==> config.mk <==
export PLATFORM = sky130hd
export DESIGN_NAME = hazard_tracker_flat
export DESIGN_NICKNAME = d
export VERILOG_FILES = /design/src/rtl/hazard_tracker_if.sv /design/src/rtl/hazard_tracker.sv /design/src/flat_wrapper.sv
export SDC_FILE = /design/constraint.sdc
export NUM_CORES = 1
export LEC_CHECK = 0
export ABC_AREA = 1
export CAP_MARGIN = 30
export CORE_UTILIZATION = 37
export CTS_CLUSTER_SIZE = 14
export DETAILED_ROUTE_END_ITERATION = 7
export PLACE_DENSITY = 0.69
export SLEW_MARGIN = 20
export SYNTH_ARGS = -nofsm -noshare
export SYNTH_HDL_FRONTEND = slang
export SYNTH_SLANG_ARGS = --single-unit
==> constraint.sdc <==
create_clock -name clk -period 2.9 [get_ports clk]
set_input_delay 0.29 -clock clk [delete_from_list [all_inputs] [get_ports clk]]
set_output_delay 0.29 -clock clk [all_outputs]
set_load 0.03 [all_outputs]
==> src/rtl/hazard_tracker_if.sv <==
// Issue/operand/hazard signal bundle between the ID stage and the hazard tracker.
interface hazard_tracker_if #(
  parameter int REG_IDX_W = 4,
  parameter int DEPTH     = 4,
  parameter int NUM_SRC   = 2,
  parameter int LAT_W     = 2,
  parameter int SEL_W     = $clog2(DEPTH + 1)
);
  logic                           issue_valid;
  logic                           issue_we;
  logic [REG_IDX_W-1:0]           issue_rd;
  logic [LAT_W-1:0]               issue_lat;
  logic [NUM_SRC*REG_IDX_W-1:0]   src_idx;
  logic [NUM_SRC-1:0]             src_used;
  logic                           flush;
  logic                           stall;
  logic [NUM_SRC*SEL_W-1:0]       fwd_sel;
  logic [SEL_W-1:0]               inflight_count;

  // ID stage side: presents the instruction, consumes stall/forward selects.
  modport master (
    output issue_valid, issue_we, issue_rd, issue_lat, src_idx, src_used, flush,
    input  stall, fwd_sel, inflight_count
  );

  // Tracker side.
  modport slave (
    input  issue_valid, issue_we, issue_rd, issue_lat, src_idx, src_used, flush,
    output stall, fwd_sel, inflight_count
  );
endinterface

==> src/rtl/hazard_tracker.sv <==
// Hazard detection and forwarding-select generation for an in-order pipeline.
// Each issued writer is followed through DEPTH stages with a countdown until
// its result becomes forwardable; stall and fwd_sel derive from that state.
module hazard_tracker #(
  parameter int REG_IDX_W  = 4,
  parameter int DEPTH      = 4,
  parameter int NUM_SRC    = 2,
  parameter int LAT_W      = 2,
  parameter int KILL_DEPTH = 1,
  parameter int SEL_W      = $clog2(DEPTH + 1)
) (
  input logic            clk,
  input logic            rst,
  hazard_tracker_if.slave bus
);

  logic [DEPTH-1:0]     ent_vld;
  logic [REG_IDX_W-1:0] ent_rd  [DEPTH];
  logic [LAT_W-1:0]     ent_rem [DEPTH];

  logic [DEPTH-1:0]     nxt_vld;
  logic [REG_IDX_W-1:0] nxt_rd  [DEPTH];
  logic [LAT_W-1:0]     nxt_rem [DEPTH];

  logic [SEL_W-1:0]         cnt_q;
  logic [NUM_SRC-1:0]       src_stall;
  logic [NUM_SRC*SEL_W-1:0] fwd_sel_c;
  logic                     accept;

  // Countdown step that holds at zero once the result is forwardable.
  function automatic logic [LAT_W-1:0] sat_dec(input logic [LAT_W-1:0] x);
    return (x == '0) ? x : x - 1'b1;
  endfunction

  function automatic logic [SEL_W-1:0] popcount(input logic [DEPTH-1:0] v);
    logic [SEL_W-1:0] c;
    c = '0;
    for (int i = 0; i < DEPTH; i++) c = c + SEL_W'(v[i]);
    return c;
  endfunction

  // Per-source match: scan oldest to youngest so the youngest match wins.
  always_comb begin
    src_stall = '0;
    fwd_sel_c = '0;
    for (int s = 0; s < NUM_SRC; s++) begin
      for (int i = DEPTH - 1; i >= 0; i--) begin
        if (bus.src_used[s] &&
            (bus.src_idx[s*REG_IDX_W +: REG_IDX_W] != '0) &&
            ent_vld[i] &&
            (ent_rd[i] == bus.src_idx[s*REG_IDX_W +: REG_IDX_W])) begin
          fwd_sel_c[s*SEL_W +: SEL_W] = SEL_W'(i + 1);
          src_stall[s]                = (ent_rem[i] != '0);
        end
      end
    end
  end

  assign bus.stall          = |src_stall;
  assign bus.fwd_sel        = fwd_sel_c;
  assign bus.inflight_count = cnt_q;

  // x0 writes and dropped/stalled/flushed instructions enter as bubbles.
  assign accept = bus.issue_valid & ~bus.stall & ~bus.flush & bus.issue_we &
                  (bus.issue_rd != '0);

  // Next state: new entry at 0, shift older ones down, kill the youngest on flush.
  always_comb begin
    nxt_vld    = '0;
    nxt_vld[0] = accept;
    nxt_rd[0]  = bus.issue_rd;
    nxt_rem[0] = bus.issue_lat;
    for (int i = 1; i < DEPTH; i++) begin
      nxt_vld[i] = ent_vld[i-1] & ~(bus.flush && ((i - 1) < KILL_DEPTH));
      nxt_rd[i]  = ent_rd[i-1];
      nxt_rem[i] = sat_dec(ent_rem[i-1]);
    end
  end

  // Entry shift register and registered occupancy count.
  always_ff @(posedge clk or posedge rst) begin
    if (rst) begin
      ent_vld <= '0;
      cnt_q   <= '0;
      for (int i = 0; i < DEPTH; i++) begin
        ent_rd[i]  <= '0;
        ent_rem[i] <= '0;
      end
    end else begin
      ent_vld <= nxt_vld;
      cnt_q   <= popcount(nxt_vld);
      for (int i = 0; i < DEPTH; i++) begin
        ent_rd[i]  <= nxt_rd[i];
        ent_rem[i] <= nxt_rem[i];
      end
    end
  end

endmodule

==> src/flat_wrapper.sv <==
// flat-port wrapper written by rule: the top's interface ports become plain ports
module hazard_tracker_flat 
#(
  parameter int REG_IDX_W  = 4,
  parameter int DEPTH      = 4,
  parameter int NUM_SRC    = 2,
  parameter int LAT_W      = 2,
  parameter int KILL_DEPTH = 1,
  parameter int SEL_W      = $clog2(DEPTH + 1)
)
  (clk, rst, bus_issue_valid, bus_issue_we, bus_issue_rd, bus_issue_lat, bus_src_idx, bus_src_used, bus_flush, bus_stall, bus_fwd_sel, bus_inflight_count);
  hazard_tracker_if #(.REG_IDX_W(REG_IDX_W), .DEPTH(DEPTH), .NUM_SRC(NUM_SRC), .LAT_W(LAT_W), .SEL_W(SEL_W)) bus_i ();
  input logic clk;
  input logic rst;
  input wire logic [$bits(bus_i.issue_valid)-1:0] bus_issue_valid;
  input wire logic [$bits(bus_i.issue_we)-1:0] bus_issue_we;
  input wire logic [$bits(bus_i.issue_rd)-1:0] bus_issue_rd;
  input wire logic [$bits(bus_i.issue_lat)-1:0] bus_issue_lat;
  input wire logic [$bits(bus_i.src_idx)-1:0] bus_src_idx;
  input wire logic [$bits(bus_i.src_used)-1:0] bus_src_used;
  input wire logic [$bits(bus_i.flush)-1:0] bus_flush;
  output wire logic [$bits(bus_i.stall)-1:0] bus_stall;
  output wire logic [$bits(bus_i.fwd_sel)-1:0] bus_fwd_sel;
  output wire logic [$bits(bus_i.inflight_count)-1:0] bus_inflight_count;
  assign bus_i.issue_valid = bus_issue_valid;
  assign bus_i.issue_we = bus_issue_we;
  assign bus_i.issue_rd = bus_issue_rd;
  assign bus_i.issue_lat = bus_issue_lat;
  assign bus_i.src_idx = bus_src_idx;
  assign bus_i.src_used = bus_src_used;
  assign bus_i.flush = bus_flush;
  assign bus_stall = bus_i.stall;
  assign bus_fwd_sel = bus_i.fwd_sel;
  assign bus_inflight_count = bus_i.inflight_count;
  hazard_tracker #(.REG_IDX_W(REG_IDX_W), .DEPTH(DEPTH), .NUM_SRC(NUM_SRC), .LAT_W(LAT_W), .KILL_DEPTH(KILL_DEPTH), .SEL_W(SEL_W)) u_core (.clk(clk), .rst(rst), .bus(bus_i));
endmodule
==> qor.csv, run 1 <==
metric,value,unit
die-height,71.35,um
min_period,2.694,ns
tightest_slew,0.3801,ns
cp_common_cell,nand2_1,
via_count,1514,
ys_ff_latch,31,
p_seq_share,48.8,%
cts_setup_buffers,0,
rsz0062_at_grt,false,
die_area,5090,sq um
final_common_cell,nand2_1,
cts_sinks,31,
report.final.slew_viol_count,0,
drive_gt1_share,17.71,%
drc,0,
slowest_stage,clkdlybuf4s50_1,
status,"complete, no violations",
cp-start-kind,input port,
synth_edf_count,0,
first_pass_iters,4,
antenna_found_initial,0,
fin_util,51.09,%
p_sw,0.2764,mW
placeableCoreArea,4474,sq um
critPathMaxStageDelay,0.57,ns
yosys_warnings,0,
syn_to_final_growth,28.48,%
overflow,0,
cp_top_family,adder cells,
placedCellCount,332,
cts_buffers,5,
layout.nets,311,
ctsRootBufferMaster,clkbuf_8,
min_path_type,input port to async pin,
cts_buffer_depth,2,
diodes,0,
syn_avg_cell_area,7.292,sq um
fmax,0.3711,GHz
routed_via_density,4.453,
critPathRequiredTime,3.07,ns
combPwrFrac,15.9,%
hold_slack,0.3688,ns
grt_max_degree,32,
cts.htree.levels,2,
start_util,39.77,%
crit_buf_inv,2,
num_io_pins,31,
maxSlewHeadroom,74.66,%
die_w,71.35,um
maxCapViolCount,0,
routed_wl,3976,um
max-vdd-ir-drop,0.3117,mV
gp_congestion,0.8594,
worst_clock_skew,0.006176,ns
leakagePower,1.235,nW
crit_chain,clkdlybuf4s50_1 -> inv_2 -> nand2_1 -> nand2_1 -> nor2_1 -> nand2_1 -> nor2_2 -> nand2_1 -> o21ai_0 -> nand2_1 -> nand3_2 -> nor2_2 -> ha_1 -> fa_1 -> ha_1,
power.density,420.2,nW/um^2
worstSkewPairLatency,0.29,ns
synth_cells,244,
ys_types,22,
clk_pin_slew_worst_paths,0.07,ns
final_hold_viol_count,0,
grt_pass1_vias,1549,
most-common-layout-cells,"nand2_1 (83), nor2_1 (34), inv_1 (31), dfrtp_1 (31), clkdlybuf4s50_1 (28)",
grt_usage,18.14,%
ys_seq_area_share,43.60,%
synth_nets,268,
grt_pass1_wl,6927,um
hpwl,3217,um
total_power,0.9606,mW
critPathMaxFanout,5,
hold_buffers,0,
swShare,28.77,%
rows,24,
critical_path_class,input port to flip-flop,
cp-end-kind,flip-flop,
clkPwrFrac,35.3,%
io_buffers,30,
cts_tree,yes,
nFillCells,441,
setup_violations,0,
final_cells,340,
avgRoutedWirePerCell,11.69,um
synth-main-ff-cell,dfrtp_1,
drt_iter0_markers,100,
fin_crit_sh,92.91,%
synthesis.area,1779,sq um
async_flop_share,100.0,%
antenna_left,0,
crit_arrival,2.86,ns
internal_power,0.6842,mW
## per-stage QoR
stage	cell area (sq um)	setup TNS [ns]	worst slack, ns
finish	2286	0	0.2055
global route	2286	0	0.03127
CTS	2281	0	0.006817
detailed placement	2192	-0.1655	-0.1211
global placement	2192	-0.02069	-0.02069
floorplan	1779	0	0.5374
## power by group through the flow
stage | logic (mW) | clock network [mW] | registers [mW]
2_1_floorplan | 0.0857 | 0 | 0.476
3_3_place_gp | 0.153 | 0 | 0.476
3_5_place_dp | 0.155 | 0 | 0.477
4_1_cts | 0.155 | 0.351 | 0.469
5_1_grt | 0.174 | 0.364 | 0.472
6_report | 0.153 | 0.339 | 0.469
## sequential cells by signal, indices dropped and copies added, names as in the netlist
signal	flops
u_core.ent_rem	8
u_core.ent_vld	4
u_core.bus.inflight_count	3
u_core.ent_rd	16
## per-layer routing
layer	wire, um	global-route usage [%]	share of wire, %	vias up
li1	-	-	-	813
met1	1782	23.65	45	660
met2	1923	28.47	48	31
met3	176	4.782	4.4	10
met4	93	8.000	2.3	0
met5	0	0	0	-
## worst min-delay path, cell delays in order
cell and delay (ns):
clkdlybuf4s50_1 0.39, inv_1 0.05, buf_4 0.34
## cell type report
cell class | instances | area [sq um] | area share, %
Sequential cell | 31 | 775.7 | 33.94
Tap cell | 52 | 65.06 | 2.846
Clock inverter | 3 | 20.02 | 0.8758
Multi-Input combinational cell | 173 | 852.1 | 37.27
Inverter | 39 | 146.4 | 6.404
Timing Repair Buffer | 37 | 357.8 | 15.65
Clock buffer | 5 | 68.82 | 3.010
## what timing repair did
| action | CTS | global route |
|---|---|---|
| hold endpoints to repair | 0 | 0 |
| gates resized for setup | 0 | 2 |
| setup endpoints to repair | 0 | 3 |
## cell families after synthesis
family | share of synthesized area, %
DFF | 43.60
xor gates and xnor gates | 1.969
adders and majority gates | 2.531
and+or+nand+nor | 40.65
buffers and inverters | 8.509
AOI/OAI and AO/OA | 2.742
## path summary, 6_finish.rpt
kind                                  startpoint                           end  slack, ns  cells after the start
worst max-delay path              bus_src_idx[0]  u_core.bus.inflight_count[1]       0.21                     15
worst min-delay path                         rst             u_core.ent_rd[13]       0.37                      3
worst max register to register  u_core.ent_rd[4]  u_core.bus.inflight_count[1]       0.43                     14
worst min register to register  u_core.ent_rd[5]              u_core.ent_rd[1]       0.41                      0
max in group asynchronous                    rst              u_core.ent_rd[1]       2.25                      3
min in group clk                u_core.ent_rd[5]              u_core.ent_rd[1]       0.41                      0
## synth_stat cells (2+ instances only)
library cell	instances	area (sq um)
nand3_2	2	20.02
xor2_1	4	35.03
ha_1	2	25.02
a21oi_1	3	15.01
o21ai_0	5	25.02
inv_1	31	116.4
inv_2	8	30.03
nand2_1	83	311.6
nand4_1	3	18.77
dfrtp_1	31	775.7
nand2_2	10	62.56
nand3_1	8	40.04
nor2_1	34	127.6
or2_2	3	18.77
nor2_4	6	67.56
nor2_2	5	31.28
No activity file was read; power rests on OpenSTA's default activity.
==> run 2, diff against run 1 <==
Settings changed: CTS_CLUSTER_SIZE 14 to 30.
==> results of run 2 <==
Same layout as run 1: the final DEF is identical, and so are final timing and power.
